## config.mk

```make
export PLATFORM = sky130hd
export DESIGN_NAME = seq_alu
export DESIGN_NICKNAME = d
export VERILOG_FILES = /design/src/rtl/seq_alu.sv
export SDC_FILE = /design/constraint.sdc
export NUM_CORES = 1
export LEC_CHECK = 0
export CORE_UTILIZATION = 45
export DETAILED_ROUTE_END_ITERATION = 12
export DONT_BUFFER_PORTS = 1
export GPL_TIMING_DRIVEN = 0
export SYNTH_ARGS = -nofsm -noshare
export SYNTH_HDL_FRONTEND = slang
export SYNTH_SLANG_ARGS = --single-unit
```

## constraint.sdc

```tcl
create_clock -name clk -period 4.9 [get_ports clk]
set_input_delay 0.735 -clock clk [delete_from_list [all_inputs] [get_ports clk]]
set_output_delay 0.735 -clock clk [all_outputs]
set_load 0.05 [all_outputs]
```

## src/rtl/seq_alu.sv

```systemverilog
// Handshaked ALU: single-cycle logic/arith ops plus iterative
// unsigned multiply and restoring divide, one operation in flight.
module seq_alu #(
    parameter int WIDTH = 32
) (
    input  logic             clk,
    input  logic             rst_n,
    input  logic             in_valid,
    output logic             in_ready,
    input  logic [WIDTH-1:0] a,
    input  logic [WIDTH-1:0] b,
    input  logic [2:0]       control,
    output logic             out_valid,
    input  logic             out_ready,
    output logic [WIDTH-1:0] out,
    output logic [WIDTH-1:0] rem,
    output logic             zero
);

    localparam int CW = $clog2(WIDTH + 1);

    localparam logic [1:0] IDLE = 2'd0;
    localparam logic [1:0] MUL  = 2'd1;
    localparam logic [1:0] DIV  = 2'd2;
    localparam logic [1:0] DONE = 2'd3;

    localparam logic [CW-1:0] LAST = CW'(WIDTH - 1);

    localparam logic [2:0] OP_MULU = 3'b110;
    localparam logic [2:0] OP_DIVU = 3'b111;

    logic [1:0]       state;
    logic [CW-1:0]    cnt;
    // opa: multiplicand, or dividend shifting into quotient
    // opb: multiplier, or divisor; acc: product or partial remainder
    logic [WIDTH-1:0] opa;
    logic [WIDTH-1:0] opb;
    logic [WIDTH-1:0] acc;

    logic [WIDTH-1:0] alu_res;
    logic [WIDTH-1:0] mul_acc;
    logic [WIDTH:0]   shifted;
    logic [WIDTH-1:0] diff;
    logic             q_bit;
    logic [WIDTH-1:0] div_rem;
    logic [WIDTH-1:0] div_quo;

    assign in_ready  = (state == IDLE);
    assign out_valid = (state == DONE);

    always_comb begin
        alu_res = '0;
        case (control)
            3'b000:  alu_res = a + b;
            3'b001:  alu_res = a - b;
            3'b010:  alu_res = a & b;
            3'b011:  alu_res = a | b;
            3'b100:  alu_res = a ^ b;
            3'b101:  alu_res = {{(WIDTH-1){1'b0}}, (a < b)};
            default: alu_res = '0;
        endcase
    end

    assign mul_acc = opb[0] ? (acc + opa) : acc;

    // The difference is below the divisor, so WIDTH bits suffice
    assign shifted = {acc, opa[WIDTH-1]};
    assign q_bit   = (shifted >= {1'b0, opb});
    assign diff    = shifted[WIDTH-1:0] - opb;
    assign div_rem = q_bit ? diff : shifted[WIDTH-1:0];
    assign div_quo = {opa[WIDTH-2:0], q_bit};

    always_ff @(posedge clk or negedge rst_n) begin
        if (!rst_n) begin
            state <= IDLE;
            cnt   <= '0;
            opa   <= '0;
            opb   <= '0;
            acc   <= '0;
            out   <= '0;
            rem   <= '0;
            zero  <= 1'b0;
        end else begin
            unique case (state)
                IDLE: begin
                    if (in_valid) begin
                        if (control == OP_MULU) begin
                            opa   <= a;
                            opb   <= b;
                            acc   <= '0;
                            cnt   <= '0;
                            state <= MUL;
                        end else if (control == OP_DIVU && b != '0) begin
                            opa   <= a;
                            opb   <= b;
                            acc   <= '0;
                            cnt   <= '0;
                            state <= DIV;
                        end else if (control == OP_DIVU) begin
                            out   <= '1;
                            rem   <= a;
                            zero  <= 1'b0;
                            state <= DONE;
                        end else begin
                            out   <= alu_res;
                            rem   <= '0;
                            zero  <= ~|alu_res;
                            state <= DONE;
                        end
                    end
                end
                MUL: begin
                    acc <= mul_acc;
                    opa <= opa << 1;
                    opb <= opb >> 1;
                    cnt <= cnt + CW'(1);
                    if (cnt == LAST) begin
                        out   <= mul_acc;
                        rem   <= '0;
                        zero  <= ~|mul_acc;
                        state <= DONE;
                    end
                end
                DIV: begin
                    acc <= div_rem;
                    opa <= div_quo;
                    cnt <= cnt + CW'(1);
                    if (cnt == LAST) begin
                        out   <= div_quo;
                        rem   <= div_rem;
                        zero  <= ~|div_quo;
                        state <= DONE;
                    end
                end
                DONE: begin
                    if (out_ready)
                        state <= IDLE;
                end
                default: state <= IDLE;
            endcase
        end
    end

endmodule

```

## Word level (Yosys, flattened, before mapping)

Index checks and enable logic that the tools add are counted.

| storage, ports and cells | value |
|---|---|
| register bits after elaboration | 169 |
| input bits | 71 |
| output and inout bits | 67 |
| word-level logic and storage cells | 102 |

| cells by class | value |
|---|---|
| $add $sub $neg | 5 |
| order comparisons | 2 |
| equality and inequality tests | 19 |
| mux-type cells | 46 |
| bitwise operators | 3 |
| reductions and logical operators | 19 |

Operators with widths:

| operator | count |
|---|---|
| 32-bit two-way mux | 23 |
| 32-bit case mux with 3 select lines | 4 |
| 32-bit case mux with 6 select lines | 1 |
| 32-bit OR reduction | 3 |
| 32-bit adder | 2 |
| 32-bit case mux with 2 select lines | 1 |
| 32-bit subtractor | 2 |
| 33-bit by 32-bit greater-or-equal comparator with 1-bit output | 1 |
| 32-bit bitwise AND | 1 |
| 32-bit < comparator | 1 |
| 32-bit bitwise OR | 1 |
| 32-bit nonzero test | 1 |
| 32-bit XOR | 1 |
| 6-bit two-way mux | 3 |
| 3-bit == test (second input constant) | 4 |
| 6-bit case mux with 2 select lines | 1 |
| 3-bit AND reduction | 4 |
| 2-bit inequality test (second input constant) | 5 |
| 2-bit two-way mux | 4 |
| 1-bit two-way mux | 7 |
| 6-bit by 1-bit adder with 6-bit output (second input constant) | 1 |
| 3-bit by 2-bit == test with 1-bit output (second input constant) | 2 |
| 6-bit by 5-bit == test with 1-bit output (second input constant) | 1 |
| 2-bit case mux with 3 select lines | 1 |
| 14 further kinds | 19 |

## Logic depth before layout (Yosys ltp)

| depth | value |
|---|---|
| depth in word-level cells | 9 |
| mapped depth | 15 |
| depth with buffers taken out | 15 |

## Worst setup path before layout

Ideal clock, no wire load.

| path | value |
|---|---|
| path kind | input to register |
| start point | input port a[0] |
| end point | register zero |
| setup time | 95 ps |
| data arrival time | 3802 ps |
| required time | 4805 ps |
| setup slack | 1002 ps |
| stages | 14 |
| path buffers | 0 |
| path through | inv_1 -> ha_1 -> fa_1 -> nor2b_1 -> o32ai_1 -> or4_1 -> a221o_1 -> a2111oi_2 -> o2111ai_1 -> nor4_1 -> and4_1 -> nand4_1 -> or4_1 -> o31ai_1 |

| on the way | value |
|---|---|
| word-level cells in the longest chain between the ends | 9 |
| elaborated cells between the ends (all ways) | 14 |
| classes of those cells | 2 x add/sub; 1 x order compare; 6 x mux; 3 x bitwise; 2 x reduce/logical |

Ends and longest elaborated chain:

| element | RTL line | source |
|---|---|---|
| start, declared | 10 | `input logic [WIDTH-1:0] a,` |
| 32-bit subtractor (tied with other cells) | 55 | `3'b001: alu_res = a - b;` |
| 32-bit case mux with 6 select lines (*) | 53 | `case (control)` |
| 32-bit OR reduction (*) | 107 | `zero <= ~\|alu_res;` |
| 1-bit zero test (*) | 107 |  |
| 1-bit two-way mux (*) | 99 | `end else if (control == OP_DIVU) begin` |
| 1-bit two-way mux (*) | 93 | `end else if (control == OP_DIVU && b != '0) begin` |
| 1-bit two-way mux (*) | 87 | `if (control == OP_MULU) begin` |
| 1-bit two-way mux (*) | 86 | `if (in_valid) begin` |
| 1-bit case mux with 3 select lines (*) | 84 | `unique case (state)` |
| end signal, assigned | 107 |  |
| end signal, assigned | 120 | `zero <= ~\|mul_acc;` |
| end signal, assigned | 131 | `zero <= ~\|div_quo;` |
| end, declared | 17 | `output logic zero` |

Mark *: on every way between the ends. The rest lies on a longest branch, timed or not. The select of a mux whose other input is x is not followed.
A chain may end at the register's enable or synchronous reset.

## Worst setup path in the final report

| path | value |
|---|---|
| start point | register state[1] |
| end point | register zero |

| on the way | value |
|---|---|
| word-level cells in the longest chain between the ends | 3 |
| elaborated cells between the ends (all ways) | 11 |
| classes of those cells | 7 x eq/ne; 1 x mux; 3 x reduce/logical |

Ends and longest elaborated chain:

| element | RTL line | source |
|---|---|---|
| start, declared | 32 | `logic [1:0] state;` |
| start signal, assigned | 75 | `state <= IDLE;` |
| start signal, assigned | 92 | `state <= MUL;` |
| start signal, assigned | 98 | `state <= DIV;` |
| 2-bit by 1-bit == test with 1-bit output (tied with other cells) | 84 |  |
| 2-bit inequality test (no source line) / 3-bit nonzero test (equally long branches) | n/a |  |
| 6-bit AND reduction (no source line) | n/a |  |

Parallel ways exist; a longest one is shown, timed or not.

==> flow_metrics.py <==
metrics = {
    "status": {
        "violations": "setup timing",
        "status": "complete, but fails checks",
    },
    "synthesis": {
        "yosys.area_share.adder": 0.126,
        "synth_flop_cell": "dfrtp_1",
        "syn_area_per_cell_um2": 7.65,
        "synth_mux_area_frac": 0.0450,
        "yosysSeqAreaShare": 0.227,
        "synth-compound-area-share": 0.321,
        "syn_area_mm2": 0.0187,
        "ys_async_sr_fraction": 1.00,
        "yosys.area_share.simple": 0.191,
        "synth-warning-count": 0,
        "yosys-top-cells-area": "dfrtp_1 (23%), ha_1 (12%), a21oi_1 (6.5%)",
        "synth_enable_flop_cells": 0,
        "synth_fp_nets": 2697,
        "synth_seq_cells": 169,
        "synth.distinct_cells": 107,
        "synth_top_family_by_area": "compound AO/OA/AOI/OAI gates",
        "synthCells": 2440,
        "synth_xor_area_frac": 0.0244,
        "yosys.area.top_type": "dfrtp_1",
        "synth_top_cell_area_share": 0.227,
    },
    "die": {
        "die_h_um": 206,
        "die_width_um": 206,
        "design.portCount": 138,
        "rows": 74,
        "coreArea_mm2": 0.0408,
        "start_util": 0.457,
        "die_area_mm2": 0.0423,
    },
    "worst_setup_path": {
        "crit_fanout": 10,
        "reg2reg_slack_ps": -100,
        "cp_num_buf_inv": 3,
        "ff2ff_path_depth": 13,
        "start_kind": "register",
        "cp.arrival_ps": 5360,
        "path_class": "reg -> reg",
        "reg2reg_from": "state[1]$_DFFE_PN0P_",
        "critical-path-max-stage-delay_ps": 910,
        "path_cells": "inv_1, ha_1, clkbuf_1, inv_1, nor2_1, nand3_1, a2111oi_1, nand3b_1, nor4_2, nand4_1, nor4_1, a21oi_1, o31ai_1",
        "crit_path_top_delay_cell": "nor2_1",
        "r2r_end": "zero$_DFFE_PN0P_",
        "required_ps": 5260,
        "critPathTopFamily": "simple AND/OR/NAND/NOR gates",
        "crit_top_cell": "inv_1",
        "critPathCaptureType": "register",
    },
    "grt": {
        "grt_pass1_vias": 18800,
        "antenna_found_initial": 3,
        "grt_overflow": 0,
        "grt_pass1_wl_mm": 130,
        "grt_max_degree": 170,
        "track_usage": 0.424,
    },
    "clocking": {
        "cts_setup_buffers": 0,
        "numClockSinks": 169,
        "cts_root_buf": "clkbuf_16",
        "cts.clk_slew.worst_paths_ps": 70,
        "clockBufferDepth": 2,
        "cts_buffers": 17,
        "htreeDepth": 4,
        "worstSkewPairLatency_ps": 460,
        "tritoncts": "built",
    },
    "layout": {
        "n_antenna_cell": 0,
        "multi_input_area_mm2": 0.0132,
        "final_common_cell": "nor2_1",
        "finalNetCount": 2717,
        "layout-drive-gt1-share": 0.0570,
        "nFillCells": 4161,
        "area_delta_synth_final_pct": 7.11,
        "final_cell_mix": "nor2_1 (287), a21oi_1 (242), nand2_1 (196)",
        "regArea_mm2": 0.00423,
    },
    "routing": {
        "detail_route.iter0.violations": 2696,
        "avgViaCountPerCell": 6.85,
        "dr_total_vias": 20600,
        "ant_nets": 0,
        "wirelength_mm": 90.4,
        "wl_per_cell_um": 30.1,
        "drt_pass1_iterations": 6,
        "drc": 0,
    },
    "sta": {
        "setup_violations": 1,
        "drv_slew": 0,
        "slew_headroom": 0.179,
        "finalWorstSetupSlack_ps": -98.7,
        "grt_setup_unrepaired": "no",
        "finClkSkew_ps": 9.62,
        "min_period_over_period": 1.02,
        "min_period_ps": 5000,
        "worstMarginPinSlew_ps": 1200,
        "fin_tns_setup_ps": -98.7,
        "hold_violations": 0,
        "max_freq_ghz": 0.200,
    },
    "job": {
        "drv_cap": 0,
    },
    "power_and_ir_drop": {
        "ir_worst_vdd_uv": 446,
        "p_leak_nw": 8.51,
        "p_total_w": 0.0159,
        "p_per_area_mw_per_mm2": 796,
    },
    "place": {
        "gp_congestion": 1.02,
        "hpwlAfterDp_mm": 72.7,
        "port_buffers": 0,
    },
    "min_path": {
        "min-delay-path-class": "in -> async",
    },
}
## worst max path at each step
stage	startpoint	to	slack [ps]	depth (start not counted)
2_1_floorplan	a[0]	zero$_DFFE_PN0P_	1000	14
3_3_place_gp	b[20]	zero$_DFFE_PN0P_	-450	12
3_5_place_dp	b[20]	zero$_DFFE_PN0P_	-410	12
4_1_cts	opa[0]$_DFFE_PN0P_	zero$_DFFE_PN0P_	10	13
5_1_grt	state[1]$_DFFE_PN0P_	zero$_DFFE_PN0P_	20	13
6_report	state[1]$_DFFE_PN0P_	zero$_DFFE_PN0P_	-100	13
## power breakdown
group          total (W)  internal, W  switching, W  leakage [nW]
clock            0.00142     0.000813      0.000604         0.288
sequential       0.00391      0.00208       0.00183          2.09
combinational     0.0106      0.00356       0.00703          6.14
## kinds of logic after synthesis
logic type,Yosys count
compound gates,879
simple gates,763
buf+inv,310
fa+ha+maj,186
flops,169
mux,81
xor+xnor,52
## flip-flops by register name, summed over array words and instances, names as in the netlist
register / count
state: 2
opa: 32
zero: 1
acc: 32
rem: 32
cnt: 6
out: 32
opb: 32
## synthesized netlist by cell type (all sizes together), types with 7 or more instances
cell and count:
nand2b 29, nor3 51, clkbuf 102, nor2 287
xnor2 38, a221oi 53, a22oi 22, and2 17
o22a 8, a211o 8, or3 14, mux2i 58
o2111ai 10, a41oi 8, a31oi 48, o22ai 21
a2111oi 14, a22o 9, dfrtp 169, o31ai 29
inv 163, nand3 36, o21a 32, or2 7
nand2 196, nand4 18, a21o 39, nor4 34
o21bai 13, and3 12, o221ai 23, or4 7
o21ai 150, mux2 23, buf 44, a211oi 35
xor2 14, nor2b 27, ha 182, a21oi 242
o311ai 8, o211ai 33
## final cells by class
class	instances	share of cell area
clock inverter	7	0.00451
buffer	146	0.0310
multi-input combinational	1961	0.662
timing repair buffer	1	0.00138
tap	532	0.0333
inverter	164	0.0310
clock buffer	24	0.0251
sequential	169	0.212
## worst register-to-register path: stages (launching register included)
cell and delay, ps:
dfrtp_1 420, inv_1 120, ha_1 150, clkbuf_1 400, inv_1 190, nor2_1 910, nand3_1 240, a2111oi_1 640
nand3b_1 220, nor4_2 530, nand4_1 210, nor4_1 520, a21oi_1 240, o31ai_1 110
## timing repair
item	in CTS	in global routing
gates resized for setup	0	13
hold endpoints to repair	169	0
setup endpoints to repair	0	18
hold buffers	1	0
## metrics by stage
| step | utilization | std cells | cell area (um2) | hold slack (ps) | worst slack (ps) |
|---|---|---|---|---|---|
| 2_1_floorplan | - | 2440 | 18700 | 439 | 1000 |
| 3_3_place_gp | 0.473 | 2972 | 19300 | 444 | -451 |
| 3_5_place_dp | 0.473 | 2972 | 19300 | 444 | -411 |
| 4_1_cts | 0.489 | 3004 | 19900 | 377 | 12.1 |
| 5_1_grt | 0.490 | 3004 | 20000 | 416 | 20.0 |
| 6_report | 0.490 | 3004 | 20000 | 286 | -98.7 |
## metal layers
layer	track usage	up-vias	wire, um	part of all wire
met5	0	-	0	0
met4	0.172	0	3940	0.044
met3	0.110	201	10600	0.12
met2	0.605	1373	37000	0.41
met1	0.598	9966	38900	0.43
li1	-	9046	-	-
Note: power is estimated with default switching activity, not from simulation.
